**config.mk**
```make
export PLATFORM = sky130hd
export DESIGN_NAME = imem_loader
export DESIGN_NICKNAME = d
export VERILOG_FILES = /design/src/rtl/imem_loader_pkg.sv /design/src/rtl/imem_loader_halfword_splitter.sv /design/src/rtl/imem_loader.sv
export SDC_FILE = /design/constraint.sdc
export NUM_CORES = 1
export LEC_CHECK = 0
export ABC_CLOCK_PERIOD_IN_PS = 2100
export CAP_MARGIN = 15
export CORE_UTILIZATION = 45
export CTS_CLUSTER_DIAMETER = 30
export DETAILED_ROUTE_END_ITERATION = 16
export PLACE_DENSITY = 0.76
export SYNTH_ARGS = -nofsm -noshare
export SYNTH_HDL_FRONTEND = slang
export SYNTH_SLANG_ARGS = --single-unit
export TNS_END_PERCENT = 20
```
**constraint.sdc**
```tcl
create_clock -name clk -period 2.1 [get_ports clk]
set_clock_uncertainty 0.2 [all_clocks]
set_input_delay 0.315 -clock clk [delete_from_list [all_inputs] [get_ports clk]]
set_output_delay 0.315 -clock clk [all_outputs]
set_load 0.02 [all_outputs]
```
**src/rtl/imem_loader_pkg.sv**
```systemverilog
// Shared types and constants for the instruction-memory boot loader.
// Optional feature macro used by imem_loader: IMEM_LOADER_CLEAR_EN.
package imem_loader_pkg;

    // Core reset polarity: cpu_rst == RESET holds the core in reset.
    localparam logic RESET = 1'b1;

    // Canonical RV32I nop (addi x0, x0, 0).
    localparam logic [31:0] NOOP = 32'h0000_0013;

    // c.nop, used to pad an odd halfword so the following pad is word aligned.
    localparam logic [15:0] C_NOP_HALFWORD = 16'h0001;

    // beq x0, x0, 0 split into halfwords: the core parks here after the program.
    localparam logic [15:0] TRAP_LO = 16'h0063;
    localparam logic [15:0] TRAP_HI = 16'h0000;

    typedef enum logic [3:0] {
        ST_IDLE    = 4'd0,
        ST_CLEAR   = 4'd1,
        ST_LOAD_LO = 4'd2,
        ST_LOAD_HI = 4'd3,
        ST_ALIGN   = 4'd4,
        ST_PAD     = 4'd5,
        ST_TRAP    = 4'd6,
        ST_DONE    = 4'd7,
        ST_ERR     = 4'd8
    } imem_loader_state_t;

    // Halfword of the padding nop that belongs at an even or odd address.
    function automatic logic [15:0] pad_halfword(input logic odd_addr);
        return odd_addr ? NOOP[31:16] : NOOP[15:0];
    endfunction

endpackage

```
**src/rtl/imem_loader_halfword_splitter.sv**
```systemverilog
// Classifies an incoming instruction word as compressed or full-length and
// holds the upper halfword of a full-length word for the following cycle.
module imem_halfword_splitter #(
    parameter int INSTRUCTION_WIDTH = 32,
    parameter int HALFWORD_WIDTH    = 16
) (
    input  logic                         clk_i,
    input  logic                         rst_i,
    input  logic [INSTRUCTION_WIDTH-1:0] data_i,
    input  logic                         latch_i,
    output logic                         is_full_o,
    output logic [HALFWORD_WIDTH-1:0]    lo_o,
    output logic [HALFWORD_WIDTH-1:0]    hi_q_o
);

    logic [HALFWORD_WIDTH-1:0] hi_q;
    logic [HALFWORD_WIDTH-1:0] hi_d;

    // RISC-V length encoding: low two bits 2'b11 means a 32-bit instruction.
    assign is_full_o = (data_i[1:0] == 2'b11);
    assign lo_o      = data_i[HALFWORD_WIDTH-1:0];
    assign hi_d      = latch_i ? data_i[2*HALFWORD_WIDTH-1:HALFWORD_WIDTH] : hi_q;
    assign hi_q_o    = hi_q;

    // Keep the upper halfword until the loader writes it one cycle later.
    always_ff @(posedge clk_i or posedge rst_i) begin
        if (rst_i) begin
            hi_q <= '0;
        end else begin
            hi_q <= hi_d;
        end
    end

endmodule

```
**src/rtl/imem_loader.sv**
```systemverilog
// Boot loader: streams a program into the halfword instruction memory while
// holding the core in reset, pads with nops, plants a self-loop, then
// releases the core. Optional macro IMEM_LOADER_CLEAR_EN zeroes the whole
// memory before the program is accepted.
//
// Handshake: a source word is consumed on a rising edge where in_valid and
// in_ready are both 1; in_ready is registered and only ever 1 in LOAD_LO,
// and the source must hold in_data/in_last stable until that edge.
module imem_loader
    import imem_loader_pkg::*;
#(
    parameter int IMEM_ADDRESS_WIDTH = 6,
    parameter int INSTRUCTION_WIDTH  = 32,
    parameter int HALFWORD_WIDTH     = 16
) (
    input  logic                          clk,
    input  logic                          rst,
    input  logic                          start,
    input  logic                          in_valid,
    output logic                          in_ready,
    input  logic [INSTRUCTION_WIDTH-1:0]  in_data,
    input  logic                          in_last,
    output logic                          mem_we,
    output logic [IMEM_ADDRESS_WIDTH-1:0] mem_addr,
    output logic [HALFWORD_WIDTH-1:0]     mem_wdata,
    output logic                          cpu_rst,
    output logic                          busy,
    output logic                          done,
    output logic                          error,
    output imem_loader_state_t            state_o
);

    localparam int DEPTH = 2 ** IMEM_ADDRESS_WIDTH;
    typedef logic [IMEM_ADDRESS_WIDTH-1:0] addr_t;

    // Program may occupy 0..LAST_USABLE; the two top halfwords hold the trap.
    localparam addr_t LAST_USABLE = addr_t'(DEPTH - 3);
    localparam addr_t TRAP_ADDR   = addr_t'(DEPTH - 2);
    localparam addr_t END_ADDR    = addr_t'(DEPTH - 1);

    imem_loader_state_t        state_q;
    addr_t                     ptr_q;
    logic                      last_q;
    logic                      in_ready_q;
    logic                      mem_we_q;
    addr_t                     mem_addr_q;
    logic [HALFWORD_WIDTH-1:0] mem_wdata_q;
    logic                      cpu_rst_q;
    logic                      busy_q;
    logic                      done_q;
    logic                      error_q;

    logic                      accept;
    logic                      is_full;
    logic                      overflow;
    logic                      latch_hi;
    logic [HALFWORD_WIDTH-1:0] lo_half;
    logic [HALFWORD_WIDTH-1:0] hi_half_q;
    logic [HALFWORD_WIDTH-1:0] fill_data_d;
    imem_loader_state_t        fill_state_d;

    assign accept   = (state_q == ST_LOAD_LO) && in_ready_q && in_valid;
    // A full word needs ptr and ptr+1, a compressed word only ptr.
    assign overflow = is_full ? (ptr_q >= LAST_USABLE) : (ptr_q > LAST_USABLE);
    assign latch_hi = accept && is_full && !overflow;

    imem_halfword_splitter #(
        .INSTRUCTION_WIDTH (INSTRUCTION_WIDTH),
        .HALFWORD_WIDTH    (HALFWORD_WIDTH)
    ) u_splitter (
        .clk_i     (clk),
        .rst_i     (rst),
        .data_i    (in_data),
        .latch_i   (latch_hi),
        .is_full_o (is_full),
        .lo_o      (lo_half),
        .hi_q_o    (hi_half_q)
    );

    // Tail fill: choose the halfword for ptr and the state after writing it.
    // An even ptr in ALIGN is written as pad directly so no cycle is wasted.
    always_comb begin
        fill_data_d = pad_halfword(ptr_q[0]);
        if (state_q == ST_ALIGN && ptr_q[0]) begin
            fill_data_d = C_NOP_HALFWORD;
        end
        if (ptr_q == TRAP_ADDR) begin
            fill_data_d = TRAP_LO;
        end else if (ptr_q == END_ADDR) begin
            fill_data_d = TRAP_HI;
        end

        if (ptr_q == END_ADDR) begin
            fill_state_d = ST_DONE;
        end else if (ptr_q >= LAST_USABLE) begin
            fill_state_d = ST_TRAP;
        end else begin
            fill_state_d = ST_PAD;
        end
    end

    // Loader FSM with every output registered; at most one write per cycle.
    always_ff @(posedge clk or posedge rst) begin
        if (rst) begin
            state_q     <= ST_IDLE;
            ptr_q       <= '0;
            last_q      <= 1'b0;
            in_ready_q  <= 1'b0;
            mem_we_q    <= 1'b0;
            mem_addr_q  <= '0;
            mem_wdata_q <= '0;
            cpu_rst_q   <= RESET;
            busy_q      <= 1'b0;
            done_q      <= 1'b0;
            error_q     <= 1'b0;
        end else begin
            mem_we_q <= 1'b0;
            case (state_q)
                ST_IDLE, ST_DONE, ST_ERR: begin
                    if (state_q == ST_DONE && busy_q) begin
                        // First cycle after the final trap write: release core.
                        done_q    <= 1'b1;
                        busy_q    <= 1'b0;
                        cpu_rst_q <= ~RESET;
                    end else if (start) begin
                        ptr_q     <= '0;
                        done_q    <= 1'b0;
                        error_q   <= 1'b0;
                        cpu_rst_q <= RESET;
                        busy_q    <= 1'b1;
`ifdef IMEM_LOADER_CLEAR_EN
                        state_q    <= ST_CLEAR;
                        in_ready_q <= 1'b0;
`else
                        state_q    <= ST_LOAD_LO;
                        in_ready_q <= 1'b1;
`endif
                    end
                end
`ifdef IMEM_LOADER_CLEAR_EN
                ST_CLEAR: begin
                    mem_we_q    <= 1'b1;
                    mem_addr_q  <= ptr_q;
                    mem_wdata_q <= '0;
                    ptr_q       <= ptr_q + addr_t'(1);
                    if (ptr_q == END_ADDR) begin
                        // in_ready rises on the following cycle from LOAD_LO.
                        ptr_q   <= '0;
                        state_q <= ST_LOAD_LO;
                    end
                end
`endif
                ST_LOAD_LO: begin
                    if (!in_ready_q) begin
                        in_ready_q <= 1'b1;
                    end else if (in_valid) begin
                        if (overflow) begin
                            in_ready_q <= 1'b0;
                            error_q    <= 1'b1;
                            busy_q     <= 1'b0;
                            state_q    <= ST_ERR;
                        end else begin
                            mem_we_q    <= 1'b1;
                            mem_addr_q  <= ptr_q;
                            mem_wdata_q <= lo_half;
                            if (is_full) begin
                                in_ready_q <= 1'b0;
                                last_q     <= in_last;
                                state_q    <= ST_LOAD_HI;
                            end else begin
                                ptr_q <= ptr_q + addr_t'(1);
                                if (in_last) begin
                                    in_ready_q <= 1'b0;
                                    state_q    <= ST_ALIGN;
                                end
                            end
                        end
                    end
                end
                ST_LOAD_HI: begin
                    mem_we_q    <= 1'b1;
                    mem_addr_q  <= ptr_q + addr_t'(1);
                    mem_wdata_q <= hi_half_q;
                    ptr_q       <= ptr_q + addr_t'(2);
                    if (last_q) begin
                        state_q <= ST_ALIGN;
                    end else begin
                        in_ready_q <= 1'b1;
                        state_q    <= ST_LOAD_LO;
                    end
                end
                ST_ALIGN, ST_PAD, ST_TRAP: begin
                    mem_we_q    <= 1'b1;
                    mem_addr_q  <= ptr_q;
                    mem_wdata_q <= fill_data_d;
                    ptr_q       <= ptr_q + addr_t'(1);
                    state_q     <= fill_state_d;
                end
                default: begin
                    state_q    <= ST_IDLE;
                    in_ready_q <= 1'b0;
                    busy_q     <= 1'b0;
                end
            endcase
        end
    end

    assign in_ready  = in_ready_q;
    assign mem_we    = mem_we_q;
    assign mem_addr  = mem_addr_q;
    assign mem_wdata = mem_wdata_q;
    assign cpu_rst   = cpu_rst_q;
    assign busy      = busy_q;
    assign done      = done_q;
    assign error     = error_q;
    assign state_o   = state_q;

endmodule

```
== Yosys cells after proc, flatten, opt, wreduce, memory -nomap -nowiden ==
Cells that the tools add are included.

* Logic and storage cells: 118
* Register bits: 55
* Input port bits: 37

* $add $sub $neg: 2
* Bitwise operators: 3
* Eq/ne operators: 20
* Mux-type cells: 56
* Magnitude comparators: 2
* Reduce and logical (&&, ||, !) cells: 23

{| class="wikitable"
|+ Operator list
! operator !! number
|-
| 16-bit two-way mux || 5
|-
| 6-bit two-way mux || 9
|-
| 16-bit case mux with 3 select lines || 1
|-
| 4-bit two-way mux || 7
|-
| 6-bit case mux with 4 select lines || 1
|-
| 1-bit two-way mux || 22
|-
| 6-bit case mux with 3 select lines || 1
|-
| 4-bit by 3-bit equality test with 1-bit output, second input constant || 4
|-
| 2-bit != test, second input constant || 8
|-
| 4-bit case mux with 4 select lines || 1
|-
| 5-bit AND reduction || 3
|-
| 6-bit equality test, second input constant || 2
|-
| 5-bit two-way mux || 2
|-
| 4-bit by 2-bit equality test with 1-bit output, second input constant || 2
|-
| 4-bit AND reduction || 2
|-
| 7-bit AND reduction || 1
|-
| 6-bit by 1-bit adder with 6-bit output, second input constant || 1
|-
| 6-bit by 2-bit adder with 6-bit output, second input constant || 1
|-
| 6-bit >= comparator, second input constant || 1
|-
| 6-bit greater-than comparator, second input constant || 1
|-
| 1-bit logical AND || 6
|-
| 6-bit AND reduction || 1
|-
| 3-bit OR reduction || 2
|-
| 4-bit equality test, second input constant || 1
|-
| other kinds (16) || 21
|}

== Logic depth before layout (Yosys ltp) ==
Gate-level depths: netlist of run 1.

* Depth after elaboration: 6
* Mapped depth: 8

== By module ==
A second synthesis of run 1 with hierarchy kept.

* Cell total of the unflattened synthesis: 306
* Area total of the unflattened synthesis: 3051.7 um^2

{| class="wikitable"
|+ Modules (own cells, without submodules)
! module !! cells each !! times used !! area an instance (um^2) !! seq. area each (um^2)
|-
| imem_loader || 254 || 1 || 2272.2 || 977.2
|-
| imem_halfword_splitter || 52 || 1 || 779.5 || 400.4
|}

== Least setup slack after synthesis of run 1 ==
OpenSTA, ideal clock, no wires.

* Kind: reg2reg
* Start: register ptr_q[0]
* End: register u_splitter.hi_q[0], in the netlist u_splitter.hi_q_o[0]
* Setup slack: -131 ps
* Stages on the path, launching flop included: 8
* Period minus slack after synthesis: 2231 ps
* Arrival: 1906 ps
* Path buffers: 1
* Required time: 1775 ps
* Path through: dfrtp_1 -> inv_1 -> ha_1 -> nor2b_1 -> nor2_1 -> nor3_4 -> buf_6 -> mux2_2

* Word-level cells in the longest chain between the ends: 4

{| class="wikitable"
|+ Ends and longest elaborated chain
! what !! RTL line !! RTL
|-
| from (decl) || imem_loader.sv:42 || <nowiki>addr_t ptr_q;</nowiki>
|-
| from (signal assigned) || imem_loader.sv:171 || <nowiki>ptr_q <= ptr_q + addr_t'(1);</nowiki>
|-
| from (signal assigned) || imem_loader.sv:184 || <nowiki>ptr_q <= ptr_q + addr_t'(2);</nowiki>
|-
| from (signal assigned) || imem_loader.sv:196 || <nowiki>ptr_q <= ptr_q + addr_t'(1);</nowiki>
|-
| 6-bit greater-than comparator / 6-bit >= comparator (equally long branches) || imem_loader.sv:64 || <nowiki>assign overflow = is_full ? (ptr_q >= LAST_USABLE) : (ptr_q > LAST_USABLE);</nowiki>
|-
| 1-bit two-way mux * || imem_loader.sv:64 ||
|-
| 1-bit logical NOT * || imem_loader.sv:65 || <nowiki>assign latch_hi = accept && is_full && !overflow;</nowiki>
|-
| 1-bit logical AND * || imem_loader.sv:65 ||
|-
| to (signal assigned) || imem_loader_halfword_splitter.sv:30 || <nowiki>hi_q <= hi_d;</nowiki>
|-
| to (decl) || imem_loader_halfword_splitter.sv:16 || <nowiki>logic [HALFWORD_WIDTH-1:0] hi_q;</nowiki>
|}

Every way passes the cells marked *; elsewhere a longest branch is shown, timed or not.
A chain may end at the register's enable or synchronous reset.

== Worst setup path after layout of run 1 ==
* Start: register state_q[3], in the netlist state_o[3]
* End: register u_splitter.hi_q[9], in the netlist u_splitter.hi_q_o[9]

* Word-level cells in the longest chain between the ends: 5

{| class="wikitable"
|+ Ends and longest elaborated chain
! what !! RTL line !! RTL
|-
| from (decl) || imem_loader.sv:41 || <nowiki>imem_loader_state_t state_q;</nowiki>
|-
| from (signal assigned) || imem_loader.sv:197 || <nowiki>state_q <= fill_state_d;</nowiki>
|-
| 4-bit by 2-bit equality test with 1-bit output || imem_loader.sv:62 || <nowiki>assign accept = (state_q == ST_LOAD_LO) && in_ready_q && in_valid;</nowiki>
|-
| 1-bit logical AND (2 in series) || imem_loader.sv:62 ||
|-
| 1-bit logical AND (2 in series) || imem_loader.sv:65 ||
|}

Every way passes these cells.

==> flow_results.org, run 1 <==
** Outcome
- The flow ran to the end, but the final reports show violations.
- Violations in the final reports :: setup timing

** Route
- For this run, design rule violations remaining after detail routing come to 0.
- Via-to-Cell Ratio :: 5.73
- Vias :: 2758
- Wirelength per Cell :: 17.7 um
- Detailed-router iteration count before antenna repair :: 5
- Post-route antenna net violation count :: 0
- For this block, the routed nets add up to 8500 um of wire.
- After the first detailed-routing iteration, the DRC count stood at 273.

** GRT
- The initial antenna violation count is 0.
- Entering global routing, the biggest net connects 35 pins.
- Vias in the first global route :: 2592
- First-pass GRT wire length :: 12600 um
- GRT Util Overall :: 0.252
- Global routing finished with a remaining overflow of 0.

** Logic synthesis
- Cell types occupying the most area after synthesis :: dfrtp_1 47%, mux2_2 6.6%, nand2_1 4.4%, nor2_1 4.4%, a31oi_1 4.1%
- The netlist uses 49 different library cells.
- Ys Warns :: 0
- The share of synthesized area in the top cell type comes to 0.467.
- The number of nets handed over by synthesis was 343.
- The synthesized design contains 55 register bits.
- The largest total area in the synthesized netlist belongs to dfrtp_1.
- Post-Syn Instances :: 301
- Average size of a mapped cell :: 9.61 um^2
- Among all flip-flop cells after synthesis, the most frequent one is dfrtp_1.
- Sequential fraction of the synthesis area :: 0.476
- Of all flip-flops after synthesis, the portion carrying an async set or reset was 1.00.
- Counting flops with a built-in enable in the synthesized netlist gives 0.
- After synthesis the cells add up to 0.00289 mm^2.

** STA
- Setup repair after global routing could not meet its margin everywhere.
- Final cycle utilization of the critical path :: 1.02
- Number of setup violations in the final report :: 16
- Final-report hold violation count :: 0
- The worst path in the final design needs a cycle of 2150 ps, including I/O delays and setup.
- Worst path setup slack after routing :: -49.1 ps
- Derived from the worst setup path, the maximum achievable clock frequency is 465 MHz.
- The count of final max-slew check failures came to 0.
- The tightest hold path in the finished design has a slack of 148 ps.
- In this run the tightest slew margin relative to its limit is 0.708.
- Pin slew with the least headroom to its limit :: 438 ps

** Floorplan
- Floorplan die height :: 82.2 um
- The die is 82.2 um wide.
- Starting density of the core :: 0.477
- The die covers 0.00676 mm^2.
- 69 I/O pins were placed.
- After floorplanning, the core was sized to cover 0.00606 mm^2.
- The floorplan has 28 rows.

** Cells and area
- Fill cell instance count of the final layout :: 475
- Highest-count cells in the layout ignoring fill and taps :: 67 x clkdlybuf4s50_1, 49 x dfrtp_1, 38 x buf_4, 34 x nand2_1, 33 x nor2_1
- Non-filler instance count after layout :: 481
- Area used by multi-input combinational logic :: 0.00151 mm^2
- Syn-to-layout area delta :: 47.1%
- The repair_antennas step left the layout with diodes totalling 0.
- Layout cell share with drive strength beyond 1 :: 0.239
- Register area :: 0.00138 mm^2
- Commonest non-fill, non-tap cell in the layout :: clkdlybuf4s50_1
- For this run, the post-layout net count is 447.

** Placed design
- Final RePlAce weighted congestion :: 0.919
- During placement, the flow inserted port buffers numbering 68.
- Half-perimeter wire length after detailed placement :: 5870 um
- DP Cell Count :: 469

** Clock network
- The tree built by TritonCTS fans out to 55 sinks.
- H-tree depth :: 2
- Clock tree from TritonCTS :: done
- CTS buffer count :: 5
- After clock tree synthesis, the clock-pin slew on the worst setup and hold paths is 100 ps.
- The number of hold buffers added after CTS was 0.
- For the worst-skew pair, the clock arrives at the later sink with an insertion delay of 320 ps.
- Worst-case clock buffer depth :: 2
- Buffer cell driving the clock tree root :: clkbuf_8

** Power
- Leakage power figure :: 1.88 nW
- For this design the ratio of total power to cell area is 448 mW/mm^2.
- Overall power consumption after layout is estimated at 0.00191 W.
- Worst ir drop on vdd :: 547 uV

** Setup path
- Worst setup startpoint :: state_o[3]
- Arrival time at the worst endpoint :: 2150 ps
- CP required :: 2100 ps
- Category of the worst setup path capture point :: flip-flop
- Setup crit start kind :: flip-flop
- Class of the most critical setup path :: flip-flop to flip-flop
- In this run the worst path has a maximum fanout of 8.
- The startpoint identified for the worst register-to-register timing path is state_o[3].

** Min path
- The worst hold path belongs to the class input pin to async pin.

** Job
- The tool flagged a number of max-cap violations equal to 0.
## area by class of cell
class | instances | share of cell area
clock buffer | 6 | 0.0170
clock inverter | 2 | 0.00911
inverter | 5 | 0.00441
multi-input combinational | 223 | 0.355
sequential | 55 | 0.325
tap | 75 | 0.0220
timing repair buffer | 115 | 0.267
## cell usage after synthesis, types with 4 or more instances
| cell type | n |
|---|---|
| a21oi_1 | 18 |
| o21ai_0 | 4 |
| buf_2 | 11 |
| nand2b_1 | 6 |
| a31oi_1 | 19 |
| or3_1 | 5 |
| inv_1 | 5 |
| mux2_2 | 17 |
| dfrtp_1 | 54 |
| a22oi_1 | 5 |
| a21o_1 | 4 |
| nor2_1 | 34 |
| nand3_1 | 16 |
| nor3_1 | 8 |
| ha_1 | 5 |
| clkbuf_1 | 6 |
| nand2_1 | 34 |
## stage by stage
| stage | instance area [um^2] | setup slack (ps) | TNS, ps | util |
|---|---|---|---|---|
| global route | 4260 | -123 | -2040 | 0.702 |
| detailed placement | 3940 | -179 | -1790 | 0.651 |
| finish | 4260 | -49.1 | -484 | 0.702 |
| floorplan | 2900 | -111 | -1300 | - |
| CTS | 4070 | -3.23 | -3.23 | 0.671 |
| global placement | 3940 | -167 | -1830 | 0.651 |
## state kept, by name, summed over array words and instances (netlist names)
name and cells:
busy 1, error 1, in_ready 1, cpu_rst 1, mem_wdata 16, ptr_q 6, last_q 1, u_splitter.hi_q_o 16
state_o 4, done 1, mem_addr 6, mem_we 1
## critical path, cell delays in order (launching register included)
cell	delay, ps
dfrtp_2	470
nor4b_4	340
nand3_2	160
nor3_4	220
buf_6	150
clkbuf_16	160
mux2_2	320
## final timing paths
path                            slack [ps]                   end  depth (start not counted)
worst max-delay path                   -50  u_splitter.hi_q_o[9]                          6
worst min-delay path                   150                  busy                          3
worst max register to register         -50  u_splitter.hi_q_o[9]                          6
worst min register to register         290               cpu_rst                          2
max in group asynchronous             1160               cpu_rst                          3
min in group clk                       290               cpu_rst                          2
## power by group
group          switching (W)  total, W  internal [W]  leakage [nW]
Combinational      0.0000457  0.000120     0.0000742          1.11
Clock               0.000366  0.000727      0.000361        0.0558
Sequential        0.00000195   0.00106       0.00106         0.709
## repair_timing
action,4_1_cts,5_1_grt
cloned,0,3
setup endpoints to repair,35,50
gates resized for setup,6,27
pin swaps,0,3
setup buffers,0,1
## cell families after synthesis
family	after synthesis	synth area share
multiplexers	17	0.0661
AO/OA/AOI/OAI	77	0.181
buffers and inverters	23	0.0372
AND/OR/NAND/NOR	119	0.203
flip-flops	55	0.476
XOR/XNOR	5	0.0151
adder cells (fa/ha/maj)	5	0.0216
## metal layers
layer  vias up  GRT usage  part of all wire
met5         -          0                 0
met4         0     0.0684             0.014
met3        14     0.0451             0.054
met2       122      0.396              0.49
met1      1325      0.356              0.45
li1       1297          -                 -
No activity file was read; power rests on OpenSTA's default activity.
==> inputs of run 2 (changes only) <==
Settings changed: CTS_CLUSTER_SIZE set to 30, PLACE_DENSITY 0.76 to 0.78.
==> flow_results.org, run 2 (synthesized netlist as in run 1, its figures left out) <==
** Outcome
- The flow ran to the end, but the final reports show violations.
- The checks that failed: setup timing.

** Cells and area
- After the last flow step, the layout net total stands at 452.
- Non-filler instance count after layout :: 486
- Area used by multi-input combinational logic :: 0.00149 mm^2
- Fill cell instance count of the final layout :: 467
- Syn-to-layout area delta :: 47.7%
- Register area :: 0.00138 mm^2
- In the final layout, the share of cells above drive strength 1 is 0.253.
- The number of antenna diodes in the final layout is 0.
- Commonest non-fill, non-tap cell in the layout :: clkdlybuf4s50_1
- Highest-count cells in the layout ignoring fill and taps :: 67 x clkdlybuf4s50_1, 49 x dfrtp_1, 43 x buf_4, 34 x nand2_1, 31 x nor2_1

** GRT
- The first global-routing pass estimated 13000 um of wire.
- Summed over all layers, the global routing overflow is 0.
- The via count of the first global-routing pass came to 2626.
- Maximum number of pins on one net before global-route repair :: 56
- GRT Util Overall :: 0.258
- Initial antenna violation count :: 0

** Floorplan
- Floorplan die height :: 82.2 um
- Total die area :: 0.00676 mm^2
- The die is 82.2 um wide.
- Number of primary I/O pins :: 69
- The floorplan has 28 rows.
- The region available for standard cell placement spans 0.00606 mm^2.
- The initial utilization of the core area, before any placement, comes to 0.477.

** Clock network
- CTS placed an instance of clkbuf_8 at the clock tree root.
- H-tree depth :: 2
- Clock tree from TritonCTS :: done
- Clk pin slew, worst setup/hold paths :: 110 ps
- Counting every sink on the clock net gives 55.
- No sink is reached through more buffers than the 2 on the longest clock path.
- Number of hold buffers added after cts :: 0
- CTS buffer count :: 5
- Clock latency on the worst-skew pair, taken at its later pin, is 320 ps.

** Setup path
- CP required :: 2120 ps
- Setup slack on the worst reg-to-reg path comes out at -30 ps.
- Worst Reg2Reg Path Length in Cells :: 8
- The number of buffers and inverters on the critical path is 3.
- Cells along the critical path :: nor4b_4 -> nand3_2 -> buf_6 -> o21ai_4 -> buf_12 -> buf_12 -> nor2_1 -> a31oi_1
- Kind of cell with the highest combined delay on the critical path :: simple AND/OR/NAND/NOR gates
- Category of the worst setup path capture point :: flip-flop
- Highest fanout seen on the critical path :: 11
- Setup crit start kind :: flip-flop
- Cell repeated most along the worst path :: buf_12
- Endpoint of the lowest-slack register-to-register path :: mem_addr[1]
- In this run the critical register-to-register path is launched from state_o[2].
- On the worst path, the slowest cell contributes a delay of 470 ps.
- For the worst setup path, the data arrival time is 2150 ps.
- Class of the most critical setup path :: flip-flop to flip-flop
- The largest individual stage delay along the critical path comes from the cell dfrtp_2.

** Route
- The first routing iteration left 280 violations.
- After detailed routing, the average wire length per cell comes to 17.3 um.
- In the routed layout, each cell is associated on average with a via count of 5.88.
- Post-route antenna net violation count :: 0
- DRT Wirelength :: 8430 um
- Vias :: 2857
- For this run, design rule violations remaining after detail routing come to 0.
- Detailed-router iteration count before antenna repair :: 5

** STA
- Final-report hold violation count :: 0
- Setup violations remaining at the end of the flow were counted as 1.
- Setup repair after global routing could not meet its margin everywhere.
- Hold is met by 152 ps.
- The worst pin sits at a relative slew slack of 0.773.
- The smallest clock period supported by the final layout is computed as 2130 ps.
- Across all setup checks in the final design, the least slack found is -27.3 ps.
- Final cycle utilization of the critical path :: 1.01
- Timing would allow up to 470 MHz.
- Pin slew with the least headroom to its limit :: 338 ps
- Final Slew Violations :: 0

** Placed design
- Detailed placement finished with a half-perimeter wire length of 5910 um.
- Input and output buffers added on the ports amount to 68.
- Final RePlAce weighted congestion :: 0.942
- Including well taps, the total number of placed cells is 474.

** Power
- Total power :: 0.00194 W
- Leakage power figure :: 1.88 nW
- Pwr/cell area :: 453 mW/mm^2
- Worst ir drop on vdd :: 376 uV

** Job
- Max-cap viol count :: 0

** Min path
- The tightest min-delay check is of the input pin to async pin type.
-- run 2: worst max path at each step --
stage / start / endpoint / cells after the start / slack [ps]
2_1_floorplan: state_o[0] / u_splitter.hi_q_o[0] / 5 / -110
3_3_place_gp: start / ptr_q[0] / 7 / -200
3_5_place_dp: start / ptr_q[0] / 7 / -220
4_1_cts: state_o[2] / ptr_q[0] / 7 / 10
5_1_grt: state_o[2] / mem_addr[1] / 8 / -80
6_report: state_o[2] / mem_addr[1] / 8 / -30
-- run 2: layout make-up --
cell class	count	share of cell area
multi-input cells	223	0.349
flip-flops and latches	55	0.324
repair buffers	120	0.275
well taps	75	0.0219
clock buffers	6	0.0170
clock inverters	2	0.00907
inverters	5	0.00439
-- run 2: where the power goes --
| group | switching, W | internal [W] | leakage, nW |
|---|---|---|---|
| Sequential | 0.00000160 | 0.00106 | 0.709 |
| Clock | 0.000389 | 0.000362 | 0.0558 |
| Combinational | 0.0000473 | 0.0000757 | 1.12 |
-- run 2: timing repair --
action,4_1_cts,5_1_grt
buffers inserted,0,1
pin swaps,2,3
resized for setup,18,11
endpoints found under the setup margin,41,46
gates cloned,2,1
-- run 2: tightest hold or removal path, cell delays in order --
cell	delay, ps
clkdlybuf4s50_1	410
inv_2	70
buf_12	280
-- run 2: stage by stage --
step	setup WS (ps)	setup TNS, ps	area [um^2]	utilization
detailed placement	-225	-2270	3990	0.659
global placement	-201	-1240	3990	0.659
global route	-82.7	-1070	4280	0.705
finish	-27.3	-27.3	4280	0.705
CTS	11.4	0	4200	0.693
floorplan	-111	-1300	2900	-
-- run 2: routing by layer --
metal | share of wire | global-route usage | routed length [um] | up-vias
met5 | 0 | 0 | 0 | -
li1 | - | - | - | 1309
met1 | 0.44 | 0.373 | 3720 | 1390
met4 | 0.022 | 0.0579 | 188 | 0
met3 | 0.059 | 0.0363 | 498 | 24
met2 | 0.48 | 0.408 | 4030 | 134
